[config.mk]
export PLATFORM = sky130hd
export DESIGN_NAME = mux_scan
export DESIGN_NICKNAME = d
export VERILOG_FILES = /design/src/rtl/mux_scan.sv
export SDC_FILE = /design/constraint.sdc
export NUM_CORES = 1
export LEC_CHECK = 0
export CAP_MARGIN = 20
export CORE_ASPECT_RATIO = 1.5
export CORE_MARGIN = 4
export CORE_UTILIZATION = 50
export DETAILED_ROUTE_END_ITERATION = 12
export PLACE_DENSITY = 0.86
export SYNTH_ARGS = -nofsm -noshare
export SYNTH_HDL_FRONTEND = slang
export SYNTH_SLANG_ARGS = --single-unit
[constraint.sdc]
create_clock -name clk -period 5.7 [get_ports clk]
set_input_delay 1.14 -clock clk [delete_from_list [all_inputs] [get_ports clk]]
set_output_delay 1.14 -clock clk [all_outputs]
set_load 0.01 [all_outputs]
[src/rtl/mux_scan.sv]
// Registered channel multiplexer with single-shot manual select and auto-scan
// over all channels, with a valid/ready output handshake and an optional dwell gap.
module mux_scan #(
  parameter int unsigned WIDTH    = 8,
  parameter int unsigned CHANNELS = 8,
  parameter int unsigned SEL_W    = 3,
  parameter int unsigned DWELL_W  = 4
) (
  input  logic                      clk,
  input  logic                      rst_n,
  input  logic [CHANNELS*WIDTH-1:0] d,
  input  logic [SEL_W-1:0]          sel,
  input  logic                      mode,
  input  logic [DWELL_W-1:0]        dwell,
  input  logic                      start,
  input  logic                      stop,
  output logic [WIDTH-1:0]          y,
  output logic                      y_valid,
  input  logic                      y_ready,
  output logic [SEL_W-1:0]          cur_ch,
  output logic                      wrap,
  output logic                      sel_err,
  output logic                      busy
);

  localparam logic [1:0] S_IDLE  = 2'd0;
  localparam logic [1:0] S_HOLD  = 2'd1;
  localparam logic [1:0] S_DWELL = 2'd2;

  localparam logic [SEL_W:0]   CH_COUNT = (SEL_W+1)'(CHANNELS);
  localparam logic [SEL_W-1:0] LAST_CH  = SEL_W'(CHANNELS - 1);

  logic [1:0]         state, state_d;
  logic [WIDTH-1:0]   y_d;
  logic               y_valid_d;
  logic [SEL_W-1:0]   cur_ch_d;
  logic               wrap_d;
  logic               sel_err_d;
  logic               busy_d;
  logic               scan, scan_d;
  logic               stop_q, stop_d;
  logic [DWELL_W-1:0] dwell_lat, dwell_lat_d;
  logic [DWELL_W-1:0] dwell_cnt, dwell_cnt_d;

  logic               take_next;
  logic               stop_eff;
  logic               sel_oor;
  logic [SEL_W-1:0]   next_ch;

  // Channel selector; indices without a channel read as zero.
  function automatic logic [WIDTH-1:0] pick(input logic [CHANNELS*WIDTH-1:0] bus,
                                            input logic [SEL_W-1:0] idx);
    pick = '0;
    for (int unsigned k = 0; k < CHANNELS; k++) begin
      if (idx == SEL_W'(k)) pick = bus[k*WIDTH +: WIDTH];
    end
  endfunction

  assign sel_oor  = ({1'b0, sel} >= CH_COUNT);
  assign next_ch  = (cur_ch == LAST_CH) ? '0 : cur_ch + SEL_W'(1);
  assign stop_eff = stop_q | stop;

  // Next-state and next-output logic
  always_comb begin
    state_d     = state;
    y_d         = y;
    y_valid_d   = y_valid;
    cur_ch_d    = cur_ch;
    wrap_d      = 1'b0;
    sel_err_d   = 1'b0;
    scan_d      = scan;
    stop_d      = stop_q;
    dwell_lat_d = dwell_lat;
    dwell_cnt_d = dwell_cnt;
    take_next   = 1'b0;

    unique case (state)
      S_IDLE: begin
        if (start) begin
          y_valid_d = 1'b1;
          state_d   = S_HOLD;
          if (mode) begin
            y_d         = pick(d, '0);
            cur_ch_d    = '0;
            scan_d      = 1'b1;
            dwell_lat_d = dwell;
          end else begin
            y_d       = sel_oor ? '0 : pick(d, sel);
            cur_ch_d  = sel;
            scan_d    = 1'b0;
            sel_err_d = sel_oor;
          end
        end
      end
      S_HOLD: begin
        if (scan && stop) stop_d = 1'b1;
        if (y_valid && y_ready) begin
          if (!scan || stop_eff) begin
            state_d   = S_IDLE;
            y_valid_d = 1'b0;
          end else if (dwell_lat == '0) begin
            take_next = 1'b1;
          end else begin
            state_d     = S_DWELL;
            y_valid_d   = 1'b0;
            dwell_cnt_d = dwell_lat;
          end
        end
      end
      S_DWELL: begin
        if (stop_eff) begin
          state_d = S_IDLE;
        end else if (dwell_cnt <= DWELL_W'(1)) begin
          take_next = 1'b1;
        end else begin
          dwell_cnt_d = dwell_cnt - DWELL_W'(1);
        end
      end
      default: begin
        state_d   = S_IDLE;
        y_valid_d = 1'b0;
      end
    endcase

    // Scan advance shares one capture path for back-to-back and post-dwell cases
    if (take_next) begin
      y_d       = pick(d, next_ch);
      cur_ch_d  = next_ch;
      y_valid_d = 1'b1;
      state_d   = S_HOLD;
      wrap_d    = (cur_ch == LAST_CH);
    end

    if (state_d == S_IDLE) stop_d = 1'b0;
    busy_d = (state_d != S_IDLE);
  end

  always_ff @(posedge clk or negedge rst_n) begin
    if (!rst_n) begin
      state     <= S_IDLE;
      y         <= '0;
      y_valid   <= 1'b0;
      cur_ch    <= '0;
      wrap      <= 1'b0;
      sel_err   <= 1'b0;
      busy      <= 1'b0;
      scan      <= 1'b0;
      stop_q    <= 1'b0;
      dwell_lat <= '0;
      dwell_cnt <= '0;
    end else begin
      state     <= state_d;
      y         <= y_d;
      y_valid   <= y_valid_d;
      cur_ch    <= cur_ch_d;
      wrap      <= wrap_d;
      sel_err   <= sel_err_d;
      busy      <= busy_d;
      scan      <= scan_d;
      stop_q    <= stop_d;
      dwell_lat <= dwell_lat_d;
      dwell_cnt <= dwell_cnt_d;
    end
  end

endmodule
Word-level counts from Yosys, hierarchy flattened
Cells that the tools add are included.
{"block": "totals", "inputBits": 77, "wordCells": 116, "reg_bits": 26, "out_inout_bits": 15}
{"block": "classes", "n_eq_ne": 26, "n_bitwise": 1, "n_mux": 55, "addsub": 2, "magnitude_cmp": 1, "n_reduce_logical": 21}
{"operator": "two-way mux 8 bit", "n": 20}
{"operator": "== test 3 bit, second input constant", "n": 9}
{"operator": "two-way mux 4 bit", "n": 5}
{"operator": "two-way mux 1 bit", "n": 15}
{"operator": "two-way mux 3 bit", "n": 5}
{"operator": "== test 3 x 2 -> 1 bit, second input constant", "n": 4}
{"operator": "two-way mux 2 bit", "n": 6}
{"operator": "inequality test 2 bit, second input constant", "n": 6}
{"operator": "nonzero test 2 bit", "n": 6}
{"operator": "case mux 4 bit (2 select lines)", "n": 1}
{"operator": "== test 3 x 1 -> 1 bit, second input constant", "n": 2}
{"operator": "logical NOT 3 bit", "n": 2}
{"operator": "inequality test 3 bit, second input constant", "n": 2}
{"operator": "case mux 2 bit (3 select lines)", "n": 1}
{"operator": "AND reduction 2 bit", "n": 3}
{"operator": "AND reduction 6 bit", "n": 1}
{"operator": "<= comparator 4 x 1 -> 1 bit, second input constant", "n": 1}
{"operator": "logical NOT 2 bit", "n": 2}
{"operator": "logical NOT 4 bit", "n": 1}
{"operator": "inequality test 4 bit, second input constant", "n": 1}
{"operator": "AND reduction 4 bit", "n": 1}
{"operator": "subtractor 4 x 1 -> 4 bit, second input constant", "n": 1}
{"operator": "adder 3 x 1 -> 3 bit, second input constant", "n": 1}
{"operator": "case mux 1 bit (3 select lines)", "n": 1}
{"operator": "8 further kinds", "n": 9}

Longest topological paths before layout
{"block": "logic_depth", "word_depth": 13, "depth_mapped": 9, "mapped_depth_nobuf": 7}

Worst setup path after synthesis
No wires, ideal clock.
{"block": "synth_timing", "path_kind": "input port to flip-flop", "start": "input port sel[0]", "end": "register y[0]", "setup_time_ps": 123, "slack_ps": 3309, "required_ps": 5577, "path_stages": 7, "t_arrival_ps": 2268, "path_buffers": 2, "cell_sequence": "buf_2 buf_2 or3b_2 a21oi_1 o31ai_1 nand3_1 o31ai_2"}
{"block": "synth_via", "elab_chain_len": 13, "elab_cells_between_ends": 20, "classes_between": "eq/ne (7); mux (12); reduce/logical (1)"}
{"element": "from (decl)", "line_no": "12", "text": "input logic [SEL_W-1:0] sel,"}
{"element": "logical NOT 3 bit", "line_no": "55", "text": "if (idx == SEL_W'(k)) pick = bus[k*WIDTH +: WIDTH];"}
{"element": "two-way mux 8 bit (7 in series)", "line_no": "55"}
{"element": "two-way mux 8 bit *", "line_no": "55"}
{"element": "two-way mux 8 bit *", "line_no": "82", "text": "if (mode) begin"}
{"element": "two-way mux 8 bit *", "line_no": "79", "text": "if (start) begin"}
{"element": "two-way mux 8 bit *", "line_no": "77", "text": "unique case (state)"}
{"element": "two-way mux 8 bit *", "line_no": "126", "text": "if (take_next) begin"}
{"element": "to (signal assigned)", "line_no": "153", "text": "y <= y_d;"}
{"element": "to (decl)", "line_no": "17", "text": "output logic [WIDTH-1:0] y,"}
Every way passes the cells marked *; elsewhere a longest branch is shown, timed or not. The select of a mux whose other input is x is not followed.
A chain may end at the register's enable or synchronous reset.

Final worst setup path
{"block": "layout_timing", "start": "input port sel[1]", "end": "register y[5]"}
Same word-level chain as after synthesis.

==> impl_metrics.json <==
{
  "outcome": "complete, no violations",
  "clkTransAtPathRegs_ps": 100,
  "synth-edff-count": 0,
  "drv_cap": 0,
  "grt_start_max_net_pins": 32,
  "rows": 33,
  "slew_violations": 0,
  "hold_viol": 0,
  "antenna_found_initial": 0,
  "p_total_w": 0.00135,
  "core_area_um2": 5490,
  "intPower_w": 0.000763,
  "seq_power_share_pct": 25.3,
  "post-cts-setup-buffers": 0,
  "hold_class": "register to register",
  "yosysWarnings": 0,
  "yosysUniqueCellTypes": 53,
  "p_leak_nw": 1.48,
  "vias": 3152,
  "setup_tns_ps": 0,
  "drt_iter0_markers": 208,
  "cp_slowest_cell": "clkdlybuf4s50_1",
  "worst_pin_slew_ps": 1090,
  "slowest_delay_ps": 1140,
  "area_growth_pct": 33.5,
  "synthCells": 353,
  "timing.final.crit_period_ps": 3360,
  "clock_sinks": 26,
  "ios": 92,
  "start_util_pct": 51.4,
  "avgSynthCellArea_um2": 8.00,
  "power_density_nw_per_um2": 357,
  "slew_headroom_pct": 27.6,
  "die_w_um": 69.4,
  "final_cell_count_no_fill": 489,
  "die_h_um": 100,
  "grt_pass1_vias": 3282,
  "drive_gt1_share_pct": 8.83,
  "first_pass_iters": 5,
  "critPathLaunchType": "input pin",
  "path_class": "input pin to register",
  "setup_viol_count_final": 0,
  "dieArea_um2": 6940,
  "place.gp.congestion": 0.937,
  "ys_seq_area_share_pct": 23.0,
  "postCtsHoldBufs": 0,
  "skew_ps": 9.38,
  "via_per_inst": 6.45,
  "power_frac_comb_pct": 63.0,
  "grt_overflow": 0,
  "cts_made_buffers": 3,
  "netSwitchingFraction_pct": 43.4,
  "nets": 509,
  "crit_chain": "clkdlybuf4s50_1 -> nor2b_1 -> a21o_1 -> a311o_1 -> a31oi_1 -> a2bb2oi_1",
  "ir_worst_vdd_mv": 0.191,
  "synth_area_leaders": "dfrtp_1, mux2_2, a21oi_1, ha_1, mux2i_1",
  "drc_errors": 0,
  "fmax_mhz": 298,
  "ant_nets": 0,
  "ys_ff_latch": 26,
  "cp.arrival_ps": 3560,
  "ctsResizeCount": 0,
  "multi_input_area_um2": 1970,
  "synthFlopType": "dfrtp_1",
  "seq_area_um2": 651,
  "cp_top_family": "buffers and inverters",
  "track_usage_pct": 24.7,
  "dp_hpwl_mm": 6.67,
  "tritoncts": "yes",
  "crit_required_ps": 5900,
  "n_antenna_cell": 0,
  "final_cell_mix": "clkdlybuf4s50_1, nand2_1, a21oi_1",
  "dp_cells": 484,
  "yosys.area.top_type": "dfrtp_1",
  "grt_pass1_wl_mm": 14.5,
  "totalWireLength_mm": 8.84,
  "end_kind": "register",
  "synth-async-reset-ratio_pct": 100,
  "clk-insertion-delay-late_ps": 280,
  "final_common_cell": "clkdlybuf4s50_1",
  "syn-cell-area_um2": 2820,
  "clockRootBuffer": "clkbuf_8",
  "clock_path_buffers": 2,
  "wire_per_inst_um": 18.1,
  "netlist.area_leader.share_pct": 23.0,
  "p_clk_share_pct": 11.7,
  "crit_buf_inv": 1,
  "h-tree-depth": 1,
  "finalCritPeriodShare_pct": 59.0,
  "path_max_fanout": 28,
  "fill_cells": 443,
  "io_buffers": 90,
  "syn_nets": 442,
  "switchingPower_w": 0.000584,
  "rsz0062_at_grt": "false"
}
==> cells in the mapped netlist, drive strengths merged (3+ instances only) <==
library cell / instances
nand2: 32
a21oi: 30
dfrtp: 26
o21ai: 24
nor2b: 20
clkbuf: 18
mux2: 16
inv: 15
a221oi: 14
mux2i: 14
nor2: 14
buf: 13
ha: 12
nand3: 10
a31oi: 9
nor3: 9
o31ai: 9
a22oi: 7
nand2b: 7
o211ai: 6
a211oi: 4
a2bb2oi: 4
o22ai: 4
or3b: 4
a211o: 3
nor3b: 3
==> per-layer routing <==
layer	wire (um)	track usage [%]	share of wire, %
met5	0	0	0
met4	279	11.7	3.2
met3	751	2.81	8.5
met2	4490	45.7	51
met1	3330	28.2	38
==> metrics by stage <==
step	hold slack (ps)	instance area [um2]	setup WS [ps]	util [%]
5_1_grt	579	3770	2160	68.6
3_5_place_dp	536	3680	2090	67.1
2_1_floorplan	470	2820	3310	-
6_report	563	3770	2340	68.6
4_1_cts	559	3750	2410	68.4
3_3_place_gp	512	3680	2180	67.1
==> worst reg2reg max path: cells and delay by family, from the launching register on <==
| kind | cells | cell delay (ps) |
|---|---|---|
| adder cells (fa/ha/maj) | 1 | 500 |
| AO/OA/AOI/OAI | 4 | 1030 |
| AND/OR/NAND/NOR | 1 | 810 |
| flip-flops | 1 | 470 |
| buffers and inverters | 1 | 110 |
==> cell families (layout without fill, tap and decap cells) <==
logic type / after synthesis / count (layout) / share of synthesized area [%]
adders and majority gates: 12 / 12 / 5.32
and+or+nand+nor: 109 / 109 / 20.8
muxes: 32 / 32 / 12.9
buffers and inverters: 46 / 112 / 7.13
DFF: 26 / 26 / 23.0
other: 1 / 1 / 0.133
AOI/OAI and AO/OA: 127 / 127 / 30.6
==> layout make-up <==
| type | instances | area share [%] |
|---|---|---|
| Multi-Input combinational cell | 281 | 52.3 |
| Timing Repair Buffer | 93 | 24.7 |
| Sequential cell | 26 | 17.3 |
| Tap cell | 70 | 2.32 |
| Inverter | 15 | 1.49 |
| Clock buffer | 3 | 1.10 |
| Clock inverter | 1 | 0.797 |
==> final timing paths <==
| path | from | endpoint | slack (ps) | cells after the start |
|---|---|---|---|---|
| setup / recovery | sel[1] | y[5] | 2340 | 6 |
| setup reg to reg | cur_ch[0] | y[3] | 2720 | 7 |
| max in group asynchronous | rst_n | y[3] | 4200 | 2 |
| hold / removal | stop_q | stop_q | 560 | 2 |
| min in group asynchronous | rst_n | dwell_cnt[3] | 1230 | 2 |
| hold reg to reg | stop_q | stop_q | 560 | 2 |
==> power by group through the flow <==
| stage | Sequential [W] | Combinational, W | Clock (W) |
|---|---|---|---|
| 4_1_cts | 0.000340 | 0.000841 | 0.000158 |
| 2_1_floorplan | 0.000344 | 0.000546 | 0 |
| 6_report | 0.000340 | 0.000848 | 0.000158 |
| 3_5_place_dp | 0.000343 | 0.000835 | 0 |
| 5_1_grt | 0.000350 | 0.000926 | 0.000163 |
| 3_3_place_gp | 0.000341 | 0.000813 | 0 |
==> state kept, by name (all words and copies together), names as in the netlist <==
| register | flops |
|---|---|
| y | 8 |
| dwell_cnt | 4 |
| dwell_lat | 4 |
| cur_ch | 3 |
| state | 2 |
| busy | 1 |
| scan | 1 |
| stop_q | 1 |
| wrap | 1 |
| y_valid | 1 |
(Power assumes the default switching activity.)
